$ cat src/rtl/lif_pe.sv
`default_nettype none
// ============================================================================
// Module   : lif_pe
// Brief    : Leaky integrate-and-fire neuron PE. It accumulates one synapse
//            per cycle, then does leak, a threshold check and the refractory
//            period. The LIF_PE_LEAK_EN macro turns on the leak in FIRE.
// Revision : 1.0 - initial release
// ============================================================================
module lif_pe #(
    parameter  int NUM_SYN       = 4,
    parameter  int WEIGHT_W      = 8,
    parameter  int POT_W         = 16,
    parameter  int LEAK_SHIFT    = 3,
    parameter  int REFRAC_CYCLES = 2,
    localparam int C_ADDR_W      = (NUM_SYN > 1) ? $clog2(NUM_SYN) : 1
) (
    input  logic                       clock,
    input  logic                       reset,
    input  logic                       weight_w_en,
    input  logic [C_ADDR_W-1:0]        weight_addr,
    input  logic signed [WEIGHT_W-1:0] weight_in,
    input  logic signed [POT_W-1:0]    threshold,
    input  logic                       step_valid,
    output logic                       step_ready,
    input  logic [NUM_SYN-1:0]         spike_in,
    output logic                       spike,
    output logic                       spike_done,
    output logic signed [POT_W-1:0]    memb_pot
);

    localparam logic [1:0] c_IDLE  = 2'd0;
    localparam logic [1:0] c_ACCUM = 2'd1;
    localparam logic [1:0] c_FIRE  = 2'd2;

    localparam int c_REF_W = (REFRAC_CYCLES > 0) ? $clog2(REFRAC_CYCLES + 1) : 1;
    localparam logic signed [POT_W-1:0] c_POT_MAX = {1'b0, {(POT_W-1){1'b1}}};
    localparam logic signed [POT_W-1:0] c_POT_MIN = {1'b1, {(POT_W-1){1'b0}}};

`ifdef LIF_PE_LEAK_EN
    localparam bit c_LEAK_EN = 1'b1;
`else
    localparam bit c_LEAK_EN = 1'b0;
`endif

    logic [1:0]                 r_state;
    logic [1:0]                 w_next_state;
    logic signed [WEIGHT_W-1:0] r_weight [NUM_SYN];
    logic [NUM_SYN-1:0]         r_spikes;
    logic [C_ADDR_W-1:0]        r_idx;
    logic signed [POT_W-1:0]    r_pot;
    logic [c_REF_W-1:0]         r_refrac;
    logic                       r_spike;
    logic                       r_done;

    logic                       w_accum_en;
    logic                       w_fire_en;
    logic                       w_idx_last;
    logic signed [WEIGHT_W-1:0] w_weight;
    logic [POT_W:0]             w_sum;
    logic signed [POT_W-1:0]    w_sat;
    logic signed [POT_W-1:0]    w_leaked;

    // Out-of-range addresses match no slot and are dropped.
    generate
        for (genvar i = 0; i < NUM_SYN; i++) begin : g_weight
            always_ff @(posedge clock) begin
                if (reset) begin
                    r_weight[i] <= '0;
                end else if (weight_w_en && (weight_addr == C_ADDR_W'(i))) begin
                    r_weight[i] <= weight_in;
                end
            end
        end
    endgenerate

    always_ff @(posedge clock) begin
        if (reset) begin
            r_state <= c_IDLE;
        end else begin
            r_state <= w_next_state;
        end
    end

    always_comb begin
        w_next_state = r_state;
        case (r_state)
            c_IDLE:  if (step_valid) w_next_state = c_ACCUM;
            c_ACCUM: if (w_idx_last) w_next_state = c_FIRE;
            c_FIRE:  w_next_state = c_IDLE;
            default: w_next_state = c_IDLE;
        endcase
    end

    always_comb begin
        step_ready = (r_state == c_IDLE);
        w_accum_en = (r_state == c_ACCUM);
        w_fire_en  = (r_state == c_FIRE);
    end

    assign w_idx_last = (r_idx == C_ADDR_W'(NUM_SYN - 1));
    assign w_weight   = r_weight[r_idx];

    // One guard bit catches overflow; clamp instead of wrapping.
    assign w_sum = {r_pot[POT_W-1], r_pot}
                 + {{(POT_W + 1 - WEIGHT_W){w_weight[WEIGHT_W-1]}}, w_weight};
    assign w_sat = (w_sum[POT_W] != w_sum[POT_W-1])
                 ? (w_sum[POT_W] ? c_POT_MIN : c_POT_MAX)
                 : w_sum[POT_W-1:0];

    assign w_leaked = c_LEAK_EN ? (r_pot - (r_pot >>> LEAK_SHIFT)) : r_pot;

    always_ff @(posedge clock) begin
        if (reset) begin
            r_spikes <= '0;
            r_idx    <= '0;
            r_pot    <= '0;
            r_refrac <= '0;
            r_spike  <= 1'b0;
            r_done   <= 1'b0;
        end else begin
            r_spike <= 1'b0;
            r_done  <= 1'b0;
            if (step_ready && step_valid) begin
                r_spikes <= spike_in;
                r_idx    <= '0;
            end
            if (w_accum_en) begin
                r_idx <= r_idx + 1'b1;
                if (r_spikes[r_idx] && (r_refrac == '0)) begin
                    r_pot <= w_sat;
                end
            end
            if (w_fire_en) begin
                r_done <= 1'b1;
                if ((r_refrac == '0) && (w_leaked >= threshold)) begin
                    r_spike  <= 1'b1;
                    r_pot    <= '0;
                    r_refrac <= c_REF_W'(REFRAC_CYCLES);
                end else begin
                    r_pot <= w_leaked;
                    if (r_refrac != '0) begin
                        r_refrac <= r_refrac - 1'b1;
                    end
                end
            end
        end
    end

    assign spike      = r_spike;
    assign spike_done = r_done;
    assign memb_pot   = r_pot;

endmodule
`default_nettype wire
$ cat config.mk
export PLATFORM = sky130hd
export DESIGN_NAME = lif_pe
export DESIGN_NICKNAME = d
export VERILOG_FILES = /design/src/rtl/lif_pe.sv
export SDC_FILE = /design/constraint.sdc
export NUM_CORES = 1
export LEC_CHECK = 0
export CORE_ASPECT_RATIO = 1.2
export CORE_MARGIN = 10
export CORE_UTILIZATION = 55
export CTS_CLUSTER_DIAMETER = 40
export DETAILED_ROUTE_END_ITERATION = 12
export GPL_TIMING_DRIVEN = 0
export PLACE_DENSITY = 0.77
export SLEW_MARGIN = 30
export SYNTH_ARGS = -nofsm -noshare
export SYNTH_HDL_FRONTEND = slang
export SYNTH_SLANG_ARGS = --single-unit
export TNS_END_PERCENT = 30
$ cat constraint.sdc
create_clock -name clock -period 4.25 [get_ports clock]
set_input_delay 0.6375 -clock clock [delete_from_list [all_inputs] [get_ports clock]]
set_output_delay 0.6375 -clock clock [all_outputs]
set_load 0.03 [all_outputs]
==> Word-level counts from Yosys, hierarchy flattened <==
Memory sizes are Yosys's and may differ from the RTL's. A register that Yosys moved wholly into a read port is not among the register bits.
Cells that the tools add are included.
{ "word_totals": {"in_bits": 34, "ramBits": 32, "reg_bits": 28, "wordCells": 84, "output_inout_bits": 19, "n_memories": 1} }
{ "classes": {"muxes": 37, "magnitude_cmp": 2, "bitwise_logic": 5, "n_eq_ne": 10, "n_addsub": 3, "reduce_logical": 19} }
{ "mem_list": {"columns": ["memory", "depth", "width", "read_ports", "rd_ports_with_merged_regs", "wr", "line", "source"], "rows": [
  ["r_weight", 4, 8, 1, 1, 4, "47", "logic signed [WEIGHT_W-1:0] r_weight [NUM_SYN];"]
]} }
{ "ops": {"columns": ["op", "count"], "rows": [
  ["16-bit two-way mux", 6],
  ["8-bit two-way mux", 4],
  ["16-bit by 8-bit adder with 17-bit output", 1],
  ["1-bit two-way mux", 17],
  ["16-bit >= comparator", 1],
  ["2-bit two-way mux", 8],
  ["2-bit nonzero test", 5],
  ["2-bit == test (second input constant)", 4],
  ["1-bit logical AND", 7],
  ["2-bit zero test", 3],
  ["2-bit by 1-bit == test with 1-bit output (second input constant)", 2],
  ["2-bit by 1-bit inequality test with 1-bit output (second input constant)", 2],
  ["1-bit bitwise OR", 4],
  ["2-bit one-hot mux with 2 select lines", 1],
  ["2-bit AND reduction", 2],
  ["2-bit by 3-bit less-than comparator with 1-bit output (second input constant)", 1],
  ["3-bit AND reduction", 1],
  ["2-bit by 1-bit adder with 2-bit output (second input constant)", 1],
  ["1-bit binary-select mux with 2-bit select", 1],
  ["2-bit inequality test (second input constant)", 1],
  ["2-bit OR reduction", 1],
  ["2-bit by 1-bit subtractor with 2-bit output (second input constant)", 1],
  ["1-bit inequality test", 1],
  ["1-bit NOT", 1]
]} }

==> Logic depth before layout (Yosys ltp) <==
{ "logic_depth": {"depth_word": 6, "ltp_mapped": 12, "ltp_nobuf": 10} }

==> Worst setup path after synthesis <==
No wires, ideal clock.
{ "synth_timing": {"path_type": "reg-to-reg", "start": "register with a tool-made name", "end": "register r_pot[4], in the netlist memb_pot[4]", "period_less_slack_ps": 3304, "setup_ps": 69, "required_time_ps": 4181, "arrival_ps": 3235, "n_path_buf": 2, "slack_ps": 946, "path_stages_with_launch": 13, "path_cell_list": "dfxtp_1 > clkbuf_1 > mux4_2 > ha_1 > fa_1 > a211oi_1 > o21bai_1 > o21a_1 > a311oi_4 > xnor2_2 > buf_6 > nor2_1 > o21ai_1"} }
{ "synth_rtl": {"columns": ["item", "line", "source"], "rows": [
  ["to (signal assigned)", "130", "r_pot <= w_sat;"],
  ["to (signal assigned)", "140", "r_pot <= w_leaked;"],
  ["to (decl)", "50", "logic signed [POT_W-1:0] r_pot;"]
]} }

==> metrics <==
Synth Net Count 480; max-slew headroom at the worst pin 40.24%; non-filler instance count after layout 563; count of placed standard cells including taps 547; count of flip-flops with a built-in enable after synthesis 32; Top FF cell, synth sky130_fd_sc_hd__edfxtp_1; Initial DRC Count about 130; number of global-route vias before repair about 3300; clock buffers created by TritonCTS 9; Clock Path Buffers 2; Crit Path Category flip-flop to flip-flop; Die Width 97.63 um; Synth async-reset ratio 0%; CP arrival 4010 ps; total negative slack for setup checks 0 ps; Top-Level Pins 53; Total Routed Length 9083 um; Setup violations, final 0; Placeable Area 0.006937 mm2; crit path cell chain clkbuf_1, mux4_2, ha_1, fa_1, a211oi_1, o21bai_1, o21a_1, a311oi_4, xnor2_2, buf_6, nor2_1, o21ai_1; required time worst endpoint 4520 ps; Die H 113.2 um; gate count of the mapped netlist 408; number of endpoints with negative hold slack in the final report 0; global-route wire length before repair 15680 um; clock slew at reported path FFs approximately 80 ps; Lkg Pwr approximately 1.9 nW; top area cells in the synthesized netlist sky130_fd_sc_hd__edfxtp_1 24%, sky130_fd_sc_hd__dfxtp_1 15%, sky130_fd_sc_hd__ha_1 12%; Worst Hold Slack 456.2 ps; status completed; clock tree from TritonCTS done; RSZ-0062 raised after global routing no; total gr overflow 0; area leader, netlist sky130_fd_sc_hd__edfxtp_1; met3 wire length 325 um; min cycle time layout 3741 ps; area of the mapped netlist 0.003978 mm2; most common cell after layout, fill and taps aside sky130_fd_sc_hd__clkdlybuf4s50_1; area share of the largest cell type after synthesis 24.16%; worst voltage drop across the vdd grid 0.2493 mV; post_cts resized 0; CP startpoint kind flip-flop; share of layout cells above drive strength 1 11.34%; WL met2 approximately 4800 um; average wire per cell in the routed design roughly 16 um; largest net degree at the start of global routing 12; # nets final 543; Post-Route Skew ~14 ps; total global routing track utilization 16.89%; Antenna Nets Post-Route 0; post-route clock period utilization 88.03%; starting utilization of the core area roughly 57%; sequential element share of the synthesized area 39.26%; vias per cell roughly 5.7; cell chosen for the clock root sky130_fd_sc_hd__clkbuf_8; Pwr Density approximately 320 mW/mm2; delay of the slowest critical-path stage 620 ps; highest metal layer with signal wires met4; transition time of the tightest slew-check pin 889.6 ps; HPWL Detailed 6900 um; number of buffers inserted for hold repair after clock tree synthesis 0; number of inserted diodes 0; number of clock sinks 62; syn_area_per_cell 9.749 um2; Remaining DRCs 0; level count of the clock H-tree 3; worst-path maximum fanout 10; floorplan row count 33; slowest cell on the critical path sky130_fd_sc_hd__mux4_2; Synthesis Warnings 0; clock insertion delay at the later pin of the skew report 340 ps; CP Capture Type flip-flop; Port Buffer Count 52; leading cell types in the layout, fill and taps excluded 52 x sky130_fd_sc_hd__clkdlybuf4s50_1, 37 x sky130_fd_sc_hd__ha_1, 36 x sky130_fd_sc_hd__nand2_1; Max Clock Freq approximately 0.27 GHz; hold path startpoint r_spikes[3]; hold crit path type flip-flop to flip-flop; routed metal-1 wire length 3786 um; final weighted congestion of routability-driven global placement 0.8994; initial antenna violation count 0; setup repair bufs after CTS 0; iteration count of the initial detailed-routing pass 6; Area growth, synth to finish 21.33%; Max-cap violations 0; Slew Limit Fails 0; post-synthesis cell type count 55; DR vias 3194; Seq cells post-synth 62; floorplan die area 0.01105 mm2
## synth_stat cells (all sizes together) (3+ instances only)
| library cell | number |
|---|---|
| and2 | 32 |
| o21ai | 26 |
| mux4 | 9 |
| inv | 29 |
| o211ai | 4 |
| buf | 4 |
| xnor2 | 9 |
| a21oi | 31 |
| nand2 | 36 |
| ha | 37 |
| o21a | 5 |
| a31o | 5 |
| dfxtp | 30 |
| nand2b | 7 |
| edfxtp | 32 |
| nand4 | 6 |
| nor2b | 3 |
| nor3 | 10 |
| or3 | 4 |
| a21o | 3 |
| clkbuf | 6 |
| a31oi | 4 |
| nor2 | 33 |
| a211oi | 5 |
| nand3 | 15 |
## logic make-up after synthesis
group / after synthesis / synth area share [%]
AND/OR/NAND/NOR: 152 / 19.50
AO/OA/AOI/OAI: 97 / 17.18
flip-flops: 62 / 39.26
buffers and inverters: 39 / 4.152
adder cells (fa/ha/maj): 38 / 12.14
XOR/XNOR: 10 / 2.391
multiplexers: 10 / 5.379
## worst max-delay path, delay by kind of cell, from the launching register on
kind / cells / cell delay (ps)
buffers and inverters: 2 / 720
AOI/OAI and AO/OA: 5 / 1080
xor gates and xnor gates: 1 / 220
and+or+nand+nor: 1 / 70
muxes: 1 / 620
adders and majority gates: 2 / 670
DFF: 1 / 310
## power by group
group | switching [W] | internal [W]
Sequential | 0.0000139 | 0.000661
Combinational | 0.000155 | 0.000127
Clock | 0.000241 | 0.000329
## cell type report
| cell class | instances | area [um2] |
|---|---|---|
| well taps | 87 | 108.9 |
| repair buffers | 52 | 520.5 |
| flip-flops and latches | 62 | 1562 |
| multi-input cells | 307 | 2256 |
| clock buffers | 10 | 127.6 |
| fillers | 524 | 2111 |
| clock inverters | 6 | 86.33 |
| inverters | 29 | 108.9 |
| plain buffers | 10 | 56.30 |
## state kept, by name, summed over array words and instances, names as in the netlist, named ones only
name,count
memb_pot,16
r_idx,2
r_refrac,2
r_spikes,4
r_state,2
r_weight,32
spike,1
spike_done,1
## path summary, 6_finish.rpt
path	endpoint	slack [ps]	cells after the start
setup / recovery	memb_pot[7]	510	12
hold / removal	r_spikes[3]	460	2
setup reg to reg	memb_pot[7]	510	12
hold reg to reg	r_spikes[3]	460	2
## through the flow
step	area (um2)	total power [W]	setup WS, ps	util [%]
4_1_cts	4821	0.001534	424.4	69.50
2_1_floorplan	3978	0.0008797	946.1	-
5_1_grt	4826	0.001592	247.9	69.57
6_report	4826	0.001528	508.7	69.57
3_3_place_gp	4607	0.0009589	539.8	66.41
3_5_place_dp	4607	0.0009688	490.7	66.41
## per-layer routing
layer | GRT usage [%] | vias to the layer above
li1 | - | 1627
met1 | 18.12 | 1484
met2 | 31.44 | 67
met3 | 3.104 | 16
met4 | 7.379 | 0
met5 | 0 | -
(Power assumes the default switching activity.)
